<file path="src/rtl/management_bus_bridge_pkg.sv">
// Shared definitions for the management-to-Wishbone bridge: FSM encoding,
// default error read data and the word-to-byte address mapping.
package management_bus_bridge_pkg;

  typedef enum logic [1:0] {
    ST_IDLE     = 2'd0,
    ST_BUS      = 2'd1,
    ST_COMPLETE = 2'd2
  } bridge_state_t;

  localparam logic [31:0] ERROR_DATA_DEFAULT = 32'hDEADBEEF;

  function automatic logic [23:0] word_to_byte_addr(input logic [19:0] word_addr);
    return {2'b00, word_addr, 2'b00};
  endfunction

endpackage

</file>
<file path="src/rtl/management_bus_bridge_timeout.sv">
// Bus-cycle watchdog: counts while enabled, flags the cycle on which the
// count would reach LIMIT so the bridge aborts after exactly LIMIT bus cycles.
module bridge_timeout_counter #(
  parameter int LIMIT = 255
) (
  input  logic clk,
  input  logic rst_n,
  input  logic i_clear,
  input  logic i_enable,
  output logic o_expired
);

  logic [7:0] r_count;

  always_ff @(posedge clk or negedge rst_n) begin
    if (!rst_n) begin
      r_count <= '0;
    end else if (i_clear) begin
      r_count <= '0;
    end else if (i_enable) begin
      r_count <= r_count + 8'd1;
    end
  end

  assign o_expired = i_enable && (r_count == 8'(LIMIT - 1));

endmodule

</file>
<file path="src/rtl/management_bus_bridge.sv">
// Bridges single JTAG management requests onto a Wishbone master port with
// timeout, error capture and sticky error/overrun status.
module management_bus_bridge
  import management_bus_bridge_pkg::*;
#(
  parameter int          TIMEOUT_CYCLES = 255,
  parameter logic [31:0] ERROR_DATA     = ERROR_DATA_DEFAULT
) (
  input  logic        clk,
  input  logic        rst,
  input  logic        management_enable,
  input  logic        management_writeEnable,
  input  logic [3:0]  management_byteSelect,
  input  logic [19:0] management_address,
  input  logic [31:0] management_writeData,
  output logic [31:0] management_readData,
  output logic        management_busy,
  output logic        wb_cyc_o,
  output logic        wb_stb_o,
  output logic        wb_we_o,
  output logic [3:0]  wb_sel_o,
  output logic [23:0] wb_adr_o,
  output logic [31:0] wb_dat_o,
  input  logic [31:0] wb_dat_i,
  input  logic        wb_ack_i,
  input  logic        wb_err_i,
  input  logic        status_clear,
  output logic        status_error,
  output logic        status_overrun
);

  bridge_state_t r_state;
  logic          r_en_d;
  logic          r_armed;
  logic          w_en_rise;
  logic          w_in_bus;
  logic          w_expired;

  // r_armed keeps the first clock after reset release from seeing an edge
  assign w_en_rise = management_enable & ~r_en_d & r_armed;
  assign w_in_bus  = (r_state == ST_BUS);
  assign management_busy = (r_state != ST_IDLE);

  bridge_timeout_counter #(
    .LIMIT (TIMEOUT_CYCLES)
  ) u_timeout (
    .clk       (clk),
    .rst_n     (rst),
    .i_clear   (~w_in_bus),
    .i_enable  (w_in_bus),
    .o_expired (w_expired)
  );

  always_ff @(posedge clk or negedge rst) begin
    if (!rst) begin
      r_state             <= ST_IDLE;
      r_en_d              <= 1'b0;
      r_armed             <= 1'b0;
      wb_cyc_o            <= 1'b0;
      wb_stb_o            <= 1'b0;
      wb_we_o             <= 1'b0;
      wb_sel_o            <= '0;
      wb_adr_o            <= '0;
      wb_dat_o            <= '0;
      management_readData <= '0;
      status_error        <= 1'b0;
      status_overrun      <= 1'b0;
    end else begin
      r_en_d  <= management_enable;
      r_armed <= 1'b1;
      // Clear first so any set event below in the same cycle takes priority
      if (status_clear) begin
        status_error   <= 1'b0;
        status_overrun <= 1'b0;
      end
      case (r_state)
        ST_IDLE: begin
          if (w_en_rise) begin
            wb_we_o  <= management_writeEnable;
            wb_sel_o <= management_byteSelect;
            wb_adr_o <= word_to_byte_addr(management_address);
            wb_dat_o <= management_writeEnable ? management_writeData : 32'h0;
            if (management_byteSelect != 4'h0) begin
              r_state  <= ST_BUS;
              wb_cyc_o <= 1'b1;
              wb_stb_o <= 1'b1;
            end else begin
              status_error <= 1'b1;
            end
          end
        end
        ST_BUS: begin
          if (w_en_rise) begin
            status_overrun <= 1'b1;
          end
          if (wb_err_i || w_expired) begin
            r_state      <= ST_COMPLETE;
            wb_cyc_o     <= 1'b0;
            wb_stb_o     <= 1'b0;
            status_error <= 1'b1;
            if (!wb_we_o) begin
              management_readData <= ERROR_DATA;
            end
          end else if (wb_ack_i) begin
            r_state  <= ST_COMPLETE;
            wb_cyc_o <= 1'b0;
            wb_stb_o <= 1'b0;
            if (!wb_we_o) begin
              management_readData <= wb_dat_i;
            end
          end
        end
        ST_COMPLETE: begin
          if (w_en_rise) begin
            status_overrun <= 1'b1;
          end
          r_state <= ST_IDLE;
        end
        default: r_state <= ST_IDLE;
      endcase
    end
  end

endmodule

</file>
<file path="config.mk">
export PLATFORM = sky130hd
export DESIGN_NAME = management_bus_bridge
export DESIGN_NICKNAME = d
export VERILOG_FILES = /design/src/rtl/management_bus_bridge_pkg.sv /design/src/rtl/management_bus_bridge_timeout.sv /design/src/rtl/management_bus_bridge.sv
export SDC_FILE = /design/constraint.sdc
export NUM_CORES = 1
export LEC_CHECK = 0
export BUFFER_PORTS_ARGS = -buffer_cell sky130_fd_sc_hd__buf_2
export CAP_MARGIN = 20
export CELL_PAD_IN_SITES_DETAIL_PLACEMENT = 1
export CELL_PAD_IN_SITES_GLOBAL_PLACEMENT = 1
export CORE_ASPECT_RATIO = 0.5
export CORE_UTILIZATION = 35
export DETAILED_ROUTE_END_ITERATION = 16
export PLACE_DENSITY_LB_ADDON = 0.1
export SYNTH_ARGS = -nofsm -noshare
export SYNTH_HDL_FRONTEND = slang
export SYNTH_SLANG_ARGS = --single-unit
</file>
<file path="constraint.sdc">
create_clock -name clk -period 2 [get_ports clk]
set_clock_uncertainty 0.15 [all_clocks]
set_input_delay 0.4 -clock clk [delete_from_list [all_inputs] [get_ports clk]]
set_output_delay 0.4 -clock clk [all_outputs]
set_load 0.01 [all_outputs]
</file>
==> results of run 1 <==
-- routing by layer --
layer | vias to the layer above | share of wire [%]
li1 | 1532 | -
met1 | 1555 | 43
met2 | 91 | 49
met3 | 7 | 6.7
met4 | 0 | 0.70
met5 | - | 0
-- power by group --
group / switching (W) / leakage (nW) / internal (W)
Clock: 0.000764 / 0.182 / 0.00138
Combinational: 0.00140 / 1.37 / 0.00131
Sequential: 0.000425 / 1.25 / 0.00296
Total: 0.00259 / 2.81 / 0.00565
-- metrics by stage --
| step | utilization, % | instances | area (um^2) | setup WS (ns) | hold WS [ns] |
|---|---|---|---|---|---|
| finish | 50.0 | 694 | 5630 | 0.139 | 0.0324 |
| global route | 50.0 | 694 | 5630 | 0.0208 | 0.0303 |
| CTS | 49.9 | 694 | 5620 | 0.0579 | 0.0194 |
| detailed placement | 46.6 | 677 | 5240 | 0.0752 | 0.307 |
| global placement | 46.6 | 677 | 5240 | 0.135 | 0.306 |
| floorplan | - | 346 | 4140 | 0.277 | -0.0456 |
-- repair_timing --
item / CTS / global route
endpoints found under the setup margin: 0 / 25
hold buffers: 1 / 0
gates resized for setup: 0 / 2
hold endpoints to repair: 104 / 0
setup buffers: 0 / 0
-- worst min path at each step --
stage / from / endpoint / slack, ns / cells past startpoint
floorplan: rst / management_readData[0] / -0.05 / 0
global placement: rst / wb_dat_o[1] / 0.31 / 2
detailed placement: rst / wb_dat_o[1] / 0.31 / 2
CTS: management_enable / r_en_d / 0.02 / 1
global route: management_enable / r_en_d / 0.03 / 1
finish: management_enable / r_en_d / 0.03 / 1
-- cell usage in the layout, fill, tap and decap left out, drive strengths merged, types with 2 or more instances in the layout --
| cell | instances |
|---|---|
| a22o | 8 |
| a31oi | 2 |
| and2 | 5 |
| buf | 197 |
| bufinv | 4 |
| clkbuf | 10 |
| clkinv | 2 |
| conb | 5 |
| dfrtp | 104 |
| ha | 4 |
| inv | 6 |
| mux2 | 26 |
| nand2 | 70 |
| nand3 | 6 |
| nand4 | 2 |
| nor2 | 2 |
| nor2b | 2 |
| o211ai | 2 |
| o21ai | 35 |
| o22a | 24 |
| xnor2 | 2 |
| xor2 | 3 |
-- kinds of logic after synthesis --
group	Yosys count	share of synthesized area (%)
AO/OA/AOI/OAI	77	13.2
AND/OR/NAND/NOR	94	10.1
flip-flops	104	63.0
other	2	0.182
XOR/XNOR	5	1.06
adder cells (fa/ha/maj)	4	1.21
multiplexers	26	7.08
buffers and inverters	31	4.21
-- sequential cells by signal (all words and copies together), names as in the netlist --
name                 count
wb_sel_o                 4
r_armed                  1
management_readData     32
wb_dat_o                32
wb_we_o                  1
r_state                  2
status_error             1
wb_stb_o                 1
wb_adr_o                20
status_overrun           1
u_timeout.r_count        8
r_en_d                   1
-- cell type report --
type                    count  area (um^2)  area share [%]
inverters                   6         22.5           0.400
clock inverters             6          130            2.31
multi-input cells         211         1380            24.5
well taps                 159          199            3.53
flip-flops and latches    104         2600            46.2
repair buffers            198         1060            18.8
clock buffers              10          239            4.25
==> results by group, run 1 <==
Status
  – Status: finished, final reports clean

Worst setup path
  – Crit path to: management_readData[20]
  – Launch point of the worst path: r_state[0]
  – Buf/Inv on CP: 0
  – Crit path max-delay family: compound AO/OA/AOI/OAI gates
  – Crit end category: register
  – CP Max Fanout: 8
  – Crit path DAT: 1.99 ns
  – CP peak stage delay: ~0.50 ns
  – CP Launch Type: register
  – Reg2Reg Depth: 5
  – Critical path required time: 2.12 ns
  – FF-to-FF setup slack: roughly 0.14 ns
  – WP depth: 5
  – Reg2reg end: management_readData[20]
  – Worst r2r src: r_state[0]
  – CP max-delay cell: o21ai_1
  – Crit-path cells: ha_1 > nand4_1 > o21bai_2 > o21ai_1 > a22o_1
  – Critical path class: reg2reg

Global routing
  – First-pass GRT wire length: 17300 um
  – M3 GR Usage: 6.33%
  – Initial antenna violation count: 0
  – GRT Util Overall: 18.2%
  – Grt met2 use: 30.8%
  – Total grt overflow: 0
  – Largest net degree at the start of global routing: 74
  – Most used routing layer: met2
  – Vias in the first global route: 3353
  – Met1 Use GR: 22.9%

Floorplan
  – Initial cell density of the core: 36.7%
  – Core area: 11200 um^2
  – Die area: 12300 um^2
  – IO Pins: 193
  – Row count: 27
  – Die Wd: 156 um
  – Die Y: slightly below 80 um

Yosys
  – Most common cell in the netlist: dfrtp_1
  – Distinct cells, synth: 39
  – Synth area leaders: dfrtp_1 (63%), mux2_2 (7.1%), nand2_1 (6.3%)
  – Synthesis warning total: 0
  – Syn avg cell area: 12.0 um^2
  – Post-synth EDFFs: 0
  – Yosys top cell area share: between 60 and 70%
  – Sequential fraction of the synthesis area: 63.0%
  – Syn Inst Count: around 340
  – Top_reg_cell synth: dfrtp_1
  – FF+latch count, synth: 104
  – Commonest cells in the netlist: dfrtp_1 (104), nand2_1 (69), o21ai_0 (34), mux2_2 (26), o22a_1 (24)
  – Asr flop ratio synth: 100%
  – Post-synthesis cell area: a little over 4000 um^2
  – Post-synth top area cell: dfrtp_1

Clock network
  – H-tree Lvls: 3
  – Clock buffer depth: 2
  – # clock sinks: 104
  – Clock transition at the registers of the reported paths: 0.07 ns
  – CTS tree: done
  – CTS root buf: clkbuf_16
  – Clk_lat worst skew: 0.33 ns
  – CTS buffer count: 9

Timing
  – Period utilisation layout: 93.1%
  – Setup TNS: 0 ns
  – Final setup fails: 0
  – Final hold violations: 0
  – Slew HR: 59.0%
  – Tightest Pin Transition: 0.611 ns
  – Final min period: 1.86 ns
  – Final slew viol count: 0
  – Unrepaired setup endpoints after global routing: no
  – Fmax: 537 MHz

Route
  – Drt total wl: 10500 um
  – Drt wl/cell: 15.1 um
  – Via count: between 3000 and 4000
  – Vias per cell: ~4.6
  – Post-DRT Antenna Nets: 0
  – Detailed-route DRC error count: 0
  – Detailed Routing Iterations Pass 1: 4
  – DRT iter0 DRCs: 136

Placement
  – Post-DP HPWL: 7460 um
  – Port-buffer cells: 188
  – Routability cong.: about 0.74

Power and ir drop
  – Leak: ~2.8 nW
  – VDD IR-drop max: around 530 uV
  – Pwr dens: 1460 nW/um^2
  – Pwr Total: 0.00824 W

Finish
  – P&R area growth vs syn: 36.2%
  – Post-layout nets: 629
  – Fill cells: 1292
  – N_diodes: 0
  – Share of cells above drive strength 1: between 40% and 50%

Hold path
  – Type of the worst min-delay path: in2reg

Job
  – Number of max-cap violations: 0
(Power assumes the default switching activity.)
==> run 2: changes to the inputs <==
Settings changed: ABC_AREA set to 1, CORE_UTILIZATION 35 to 33.
==> run 2 against run 1 <==
Net effect:
- worst setup slack about the same
- sequential power increased by 6%
- power increased by 6.0%
- global-route usage decreased by 0.067 points
- final area increased by 2.7%
- cell count increased by 21%
- critical endpoint is now management_busy
- largest cell class unchanged
- largest power group unchanged
==> results by group, run 2 <==
Global routing
  – Total grt overflow: 0
  – Vias in the first global route: approximately 3800
  – GRT Util Overall: 18.2%
  – First-pass GRT wire length: 19000 um
  – Initial antenna violation count: 0
  – Largest net degree at the start of global routing: 56

Finish
  – Commonest cells after routing, fill and taps aside: nand2_1 (198), buf_2 (187), dfrtp_1 (104)
  – Most common cell after layout, fill and taps aside: nand2_1
  – Share of cells above drive strength 1: 32.6%
  – Finished Cell Area: 5780 um^2
  – Fill cells: 1525
  – P&R area growth vs syn: 35.0%
  – N_diodes: 0
  – Largest registers: management_readData (32), wb_dat_o (32), wb_adr_o (20)
  – Post-layout nets: 772

Worst setup path
  – Crit path to: management_busy
  – Crit end category: primary output
  – CP peak stage delay: between 0.3 and 0.4 ns
  – FF-to-FF setup slack: 0.15 ns
  – Reg2reg end: management_readData[26]
  – Critical Path Most Common Cell: inv_1
  – CP Launch Type: register
  – Critical path class: reg2out
  – Worst r2r src: r_state[1]
  – CP Max Fanout: 4
  – Launch point of the worst path: r_state[0]
  – Crit path DAT: 1.31 ns
  – CP max-delay cell: dfrtp_1
  – Critical path required time: around 1.5 ns
  – Reg2Reg Depth: 9
  – Crit-path cells: inv_1 > ha_1 > inv_1 > buf_2

Status
  – Status: finished, final reports clean

Placement
  – Area after DPL: 5440 um^2
  – Port-buffer cells: 188
  – Post-DP HPWL: between 8000 and 9000 um
  – Routability cong.: just under 0.8

Power and ir drop
  – Switching Share: 36.8%
  – Pwr dens: approximately 1500 nW/um^2
  – Leak: 3.24 nW
  – Power share of the combinational group: 36.9%
  – Seq pwr share: 40.8%
  – Internal power: 0.00552 W
  – VDD IR-drop max: 577 uV
  – Psw: 0.00321 W
  – Clock power frac: 22.2%

Yosys
  – Syn avg cell area: about 8.8 um^2
  – Commonest cells in the netlist: nand2_1 (198), dfrtp_1 (104), nor2_1 (42), nand3_1 (37), o21ai_1 (32)
  – Yosys top cell area share: 60.8%
  – Asr flop ratio synth: between 90% and 100%
  – Syn Inst Count: 487
  – Post-synth EDFFs: 0
  – Sequential fraction of the synthesis area: 60.8%
  – Synth area leaders: dfrtp_1 (61%), nand2_1 (17%), nand3_1 (4.3%)
  – Post-synthesis cell area: ~4300 um^2
  – Top_reg_cell synth: dfrtp_1
  – FF+latch count, synth: between 100 and 150
  – Most common cell in the netlist: nand2_1
  – Synthesis warning total: 0
  – Distinct cells, synth: 19
  – Post-synth top area cell: dfrtp_1

Clock network
  – # clock sinks: 104
  – CTS buffer count: 9
  – Clock transition at the registers of the reported paths: 0.07 ns
  – Clock buffer depth: 2
  – H-tree Lvls: 3
  – Clk_lat worst skew: 0.34 ns
  – CTS root buf: clkbuf_16
  – CTS tree: done

Route
  – Post-DRT Antenna Nets: 0
  – DRT iter0 DRCs: between 150 and 200
  – Detailed Routing Iterations Pass 1: 4
  – Drt total wl: 11800 um
  – Via count: 3798
  – Drt wl/cell: about 14 um
  – Detailed-route DRC error count: 0
  – Vias per cell: about 4.5

Timing
  – Final slew viol count: 0
  – Period utilisation layout: just over 90%
  – Unrepaired setup endpoints after global routing: no
  – Setup TNS: 0 ns
  – Final hold violations: 0
  – Final setup fails: 0
  – Final min period: 1.86 ns
  – Fmax: 537 MHz

Floorplan
  – Row count: 28
  – Die Y: 82.5 um
  – Core area: between 10000 and 15000 um^2
  – IO Pins: roughly 190
  – Die area: 13500 um^2
  – Die Wd: 163 um
  – Initial cell density of the core: 35.0%

Job
  – Number of max-cap violations: 0

Hold path
  – Type of the worst min-delay path: in2reg
[run 2: worst max-delay path, delay by kind of cell, from the launching register on]
family	cells	cell delay, ns
adder cells (fa/ha/maj)	1	0.23
buffers and inverters	3	0.37
flip-flops	1	0.37
[run 2: cell families after synthesis]
logic type,after synthesis,share of synthesized area (%)
AO/OA/AOI/OAI,47,5.84
AND/OR/NAND/NOR,281,26.1
other,2,0.175
flip-flops,104,60.8
adder cells (fa/ha/maj),4,1.17
buffers and inverters,49,5.96
[run 2: power groups by stage]
stage,Combinational [W],Sequential [W],Clock (W)
3_5_place_dp,0.00329,0.00359,0
2_1_floorplan,0.00132,0.00403,0
4_1_cts,0.00329,0.00357,0.00201
6_report,0.00322,0.00357,0.00194
3_3_place_gp,0.00320,0.00358,0
5_1_grt,0.00368,0.00370,0.00209
[run 2: how the worst min path moves through the flow]
| stage | start | to | slack [ns] | cells past startpoint |
|---|---|---|---|---|
| 5_1_grt | management_enable | r_en_d | 0.007 | 1 |
| 4_1_cts | management_enable | r_en_d | 0.01 | 1 |
| 3_5_place_dp | rst | management_readData[0] | 0.22 | 1 |
| 2_1_floorplan | rst | management_readData[0] | -0.05 | 0 |
| 6_report | management_enable | r_en_d | 0.03 | 1 |
| 3_3_place_gp | rst | management_readData[26] | 0.22 | 1 |
[run 2: layer usage]
metal,GRT usage [%],up-vias,part of all wire (%)
met5,0,-,0
met4,5.05,0,0.59
met3,6.59,6,8.3
li1,-,1886,-
met1,23.4,1788,46
met2,28.9,118,45
[run 2: what timing repair did]
action,in CTS,in global routing
endpoints found under the setup margin,0,13
setup buffers,0,0
resized for setup,0,1
hold buffers,1,0
endpoints found under the hold margin,26,0
[run 2: layout make-up]
| cell class | instances | area [um^2] | share of cell area [%] |
|---|---|---|---|
| sequential | 104 | 2600 | 45.0 |
| multi-input combinational | 337 | 1440 | 25.0 |
| timing repair buffer | 202 | 1130 | 19.5 |
| clock buffer | 9 | 225 | 3.90 |
| tap | 165 | 206 | 3.57 |
| clock inverter | 7 | 101 | 1.75 |
| inverter | 19 | 71.3 | 1.23 |
[run 2: through the flow]
step	hold WS, ns	cells	power (W)	util (%)	setup WS [ns]
3_5_place_dp	0.221	826	0.00688	44.5	0.0890
3_3_place_gp	0.222	826	0.00678	44.5	0.191
2_1_floorplan	-0.0456	490	0.00535	-	0.266
4_1_cts	0.0116	843	0.00886	47.2	0.0885
6_report	0.0266	843	0.00873	47.3	0.139
5_1_grt	0.00678	843	0.00947	47.3	0.00561
==> run 3: changes to the inputs <==
Settings changed: CORE_MARGIN set to 4, SLEW_MARGIN set to 0.
==> run 3 against run 2 <==
Net effect:
- via count fell by 0.42%
- register-to-register slack better by 0.07 ns
- largest cell class unchanged
- global-route usage fell by 1.7 points
- cell count rose by 0.36%
- power down 0.74%
==> results by group, run 3 (synthesized netlist as in run 2, its figures left out) <==
Status
  – Status: finished, final reports clean

Timing
  – Final slew viol count: 0
  – Tightest Pin Transition: between 0.6 and 0.7 ns
  – Setup TNS: 0 ns
  – Period utilisation layout: 92.2%
  – Slew HR: 56.1%
  – Final setup fails: 0
  – Final hold violations: 0
  – Fmax: 542 MHz
  – Final min period: 1.84 ns
  – Unrepaired setup endpoints after global routing: no

Route
  – Vias per cell: approximately 4.5
  – Post-DRT Antenna Nets: 0
  – Drt total wl: 12300 um
  – Detailed-route DRC error count: 0
  – Drt wl/cell: 14.6 um
  – DRT iter0 DRCs: 202
  – Detailed Routing Iterations Pass 1: 4
  – Via count: 3782

Placement
  – Port-buffer cells: 188
  – Post-DP HPWL: 9030 um
  – Routability cong.: 0.734
  – DP Cell Count: 830

Clock network
  – Clock buffer depth: 2
  – Clock transition at the registers of the reported paths: roughly 0.060 ns
  – CTS tree: done
  – # clock sinks: approximately 100
  – CTS root buf: clkbuf_16
  – H-tree Lvls: 3
  – CTS buffer count: 9
  – Clk_lat worst skew: around 0.33 ns

Global routing
  – Most used routing layer: met2
  – GRT Util Overall: 16.5%
  – Grt met2 use: 26.5%
  – Met1 Use GR: 22.0%
  – First-pass GRT wire length: roughly 20000 um
  – Total grt overflow: 0
  – Largest net degree at the start of global routing: 50
  – Initial antenna violation count: 1
  – M3 GR Usage: 6.20%
  – Vias in the first global route: 3840

Job
  – Number of max-cap violations: 0

Worst setup path
  – Crit end category: primary output
  – Critical path required time: ~1.5 ns
  – CP peak stage delay: 0.37 ns
  – Crit path DAT: 1.29 ns
  – CP Max Fanout: 4
  – Crit-path cells: inv_1 > ha_1 > inv_2 > buf_2
  – CP Launch Type: register
  – Critical path class: reg2out
  – CP max-delay cell: dfrtp_1

Finish
  – Largest registers: management_readData (32), wb_dat_o (32), wb_adr_o (20)
  – Most common cell after layout, fill and taps aside: nand2_1
  – N_diodes: 0
  – Fill cells: 1588
  – P&R area growth vs syn: 34.5%
  – Post-layout nets: 771
  – Commonest cells after routing, fill and taps aside: nand2_1 (198), buf_2 (187), dfrtp_1 (104)
  – Share of cells above drive strength 1: between 30% and 40%
  – Non-filler cells, final: 846

Floorplan
  – Initial cell density of the core: 33.8%
  – Die area: about 15000 um^2
  – Die Y: 88.5 um
  – Die Wd: roughly 170 um
  – Core area: 12700 um^2
  – IO Pins: 193
  – Row count: 29

Power and ir drop
  – Pwr dens: 1510 nW/um^2
  – VDD IR-drop max: 507 uV
  – Leak: 3.22 nW

Hold path
  – Type of the worst min-delay path: in2reg
-- run 3: cell count changes in the layout (fill, tap and decap cells not counted) --
cell,before,now
inv_8,1,0
inv_1,18,17
buf_6,1,0
clkbuf_1,0,1
inv_2,1,2
inv_6,2,1
-- run 3: area by class of cell --
cell class | count | area, um^2 | share of cell area [%]
clock inverters | 5 | 81.3 | 1.41
repair buffers | 201 | 1120 | 19.4
inverters | 19 | 71.3 | 1.24
flip-flops and latches | 104 | 2600 | 45.2
clock buffers | 10 | 229 | 3.98
multi-input cells | 337 | 1440 | 25.1
well taps | 170 | 213 | 3.69
-- run 3: repair_timing --
action                                 CTS  global route
buffers inserted                         0             0
endpoints found under the hold margin   25             0
hold buffers                             1             0
setup endpoints to repair                0             1
gates resized for setup                  0             1
-- run 3: final timing paths --
| check | from | end | slack (ns) | cells past startpoint |
|---|---|---|---|---|
| setup reg to reg | r_state[0] | management_readData[2] | 0.22 | 9 |
| setup / recovery | r_state[0] | management_busy | 0.16 | 4 |
| min in group asynchronous | rst | wb_dat_o[20] | 0.42 | 2 |
| hold / removal | management_enable | r_en_d | 0.04 | 1 |
| hold reg to reg | wb_adr_o[17] | wb_adr_o[17] | 0.32 | 2 |
| max in group asynchronous | rst | management_readData[29] | 0.68 | 3 |
-- run 3: critical path, delay by kind of cell (launching register included) --
kind                     cells  cell delay [ns]
adder cells (fa/ha/maj)      1             0.26
buffers and inverters        3             0.33
flip-flops                   1             0.37
-- run 3: stage by stage --
stage	total power [W]	util [%]	setup WS (ns)	hold WS (ns)	cell area (um^2)
final	0.00867	45.5	0.155	0.0398	5760
after global routing	0.00940	45.5	0.0364	0.0246	5760
after CTS	0.00883	45.5	0.0747	0.0271	5760
after detailed placement	0.00691	42.9	0.216	0.208	5440
after global placement	0.00677	42.9	0.296	0.200	5440
after floorplan	0.00535	-	0.266	-0.0456	4290
-- run 3: report_power, final --
part	total, W	internal, W	leakage, nW	switching (W)
Clock	0.00187	0.00109	0.149	0.000776
Sequential	0.00359	0.00306	1.32	0.000524
Combinational	0.00321	0.00133	1.75	0.00188
Total	0.00867	0.00549	3.22	0.00318
-- run 3: routing by layer --
metal / wire length, um / vias up
met5: 7 / -
met4: 58 / 2
met3: 1030 / 6
met2: 5660 / 112
met1: 5590 / 1776
li1: - / 1886
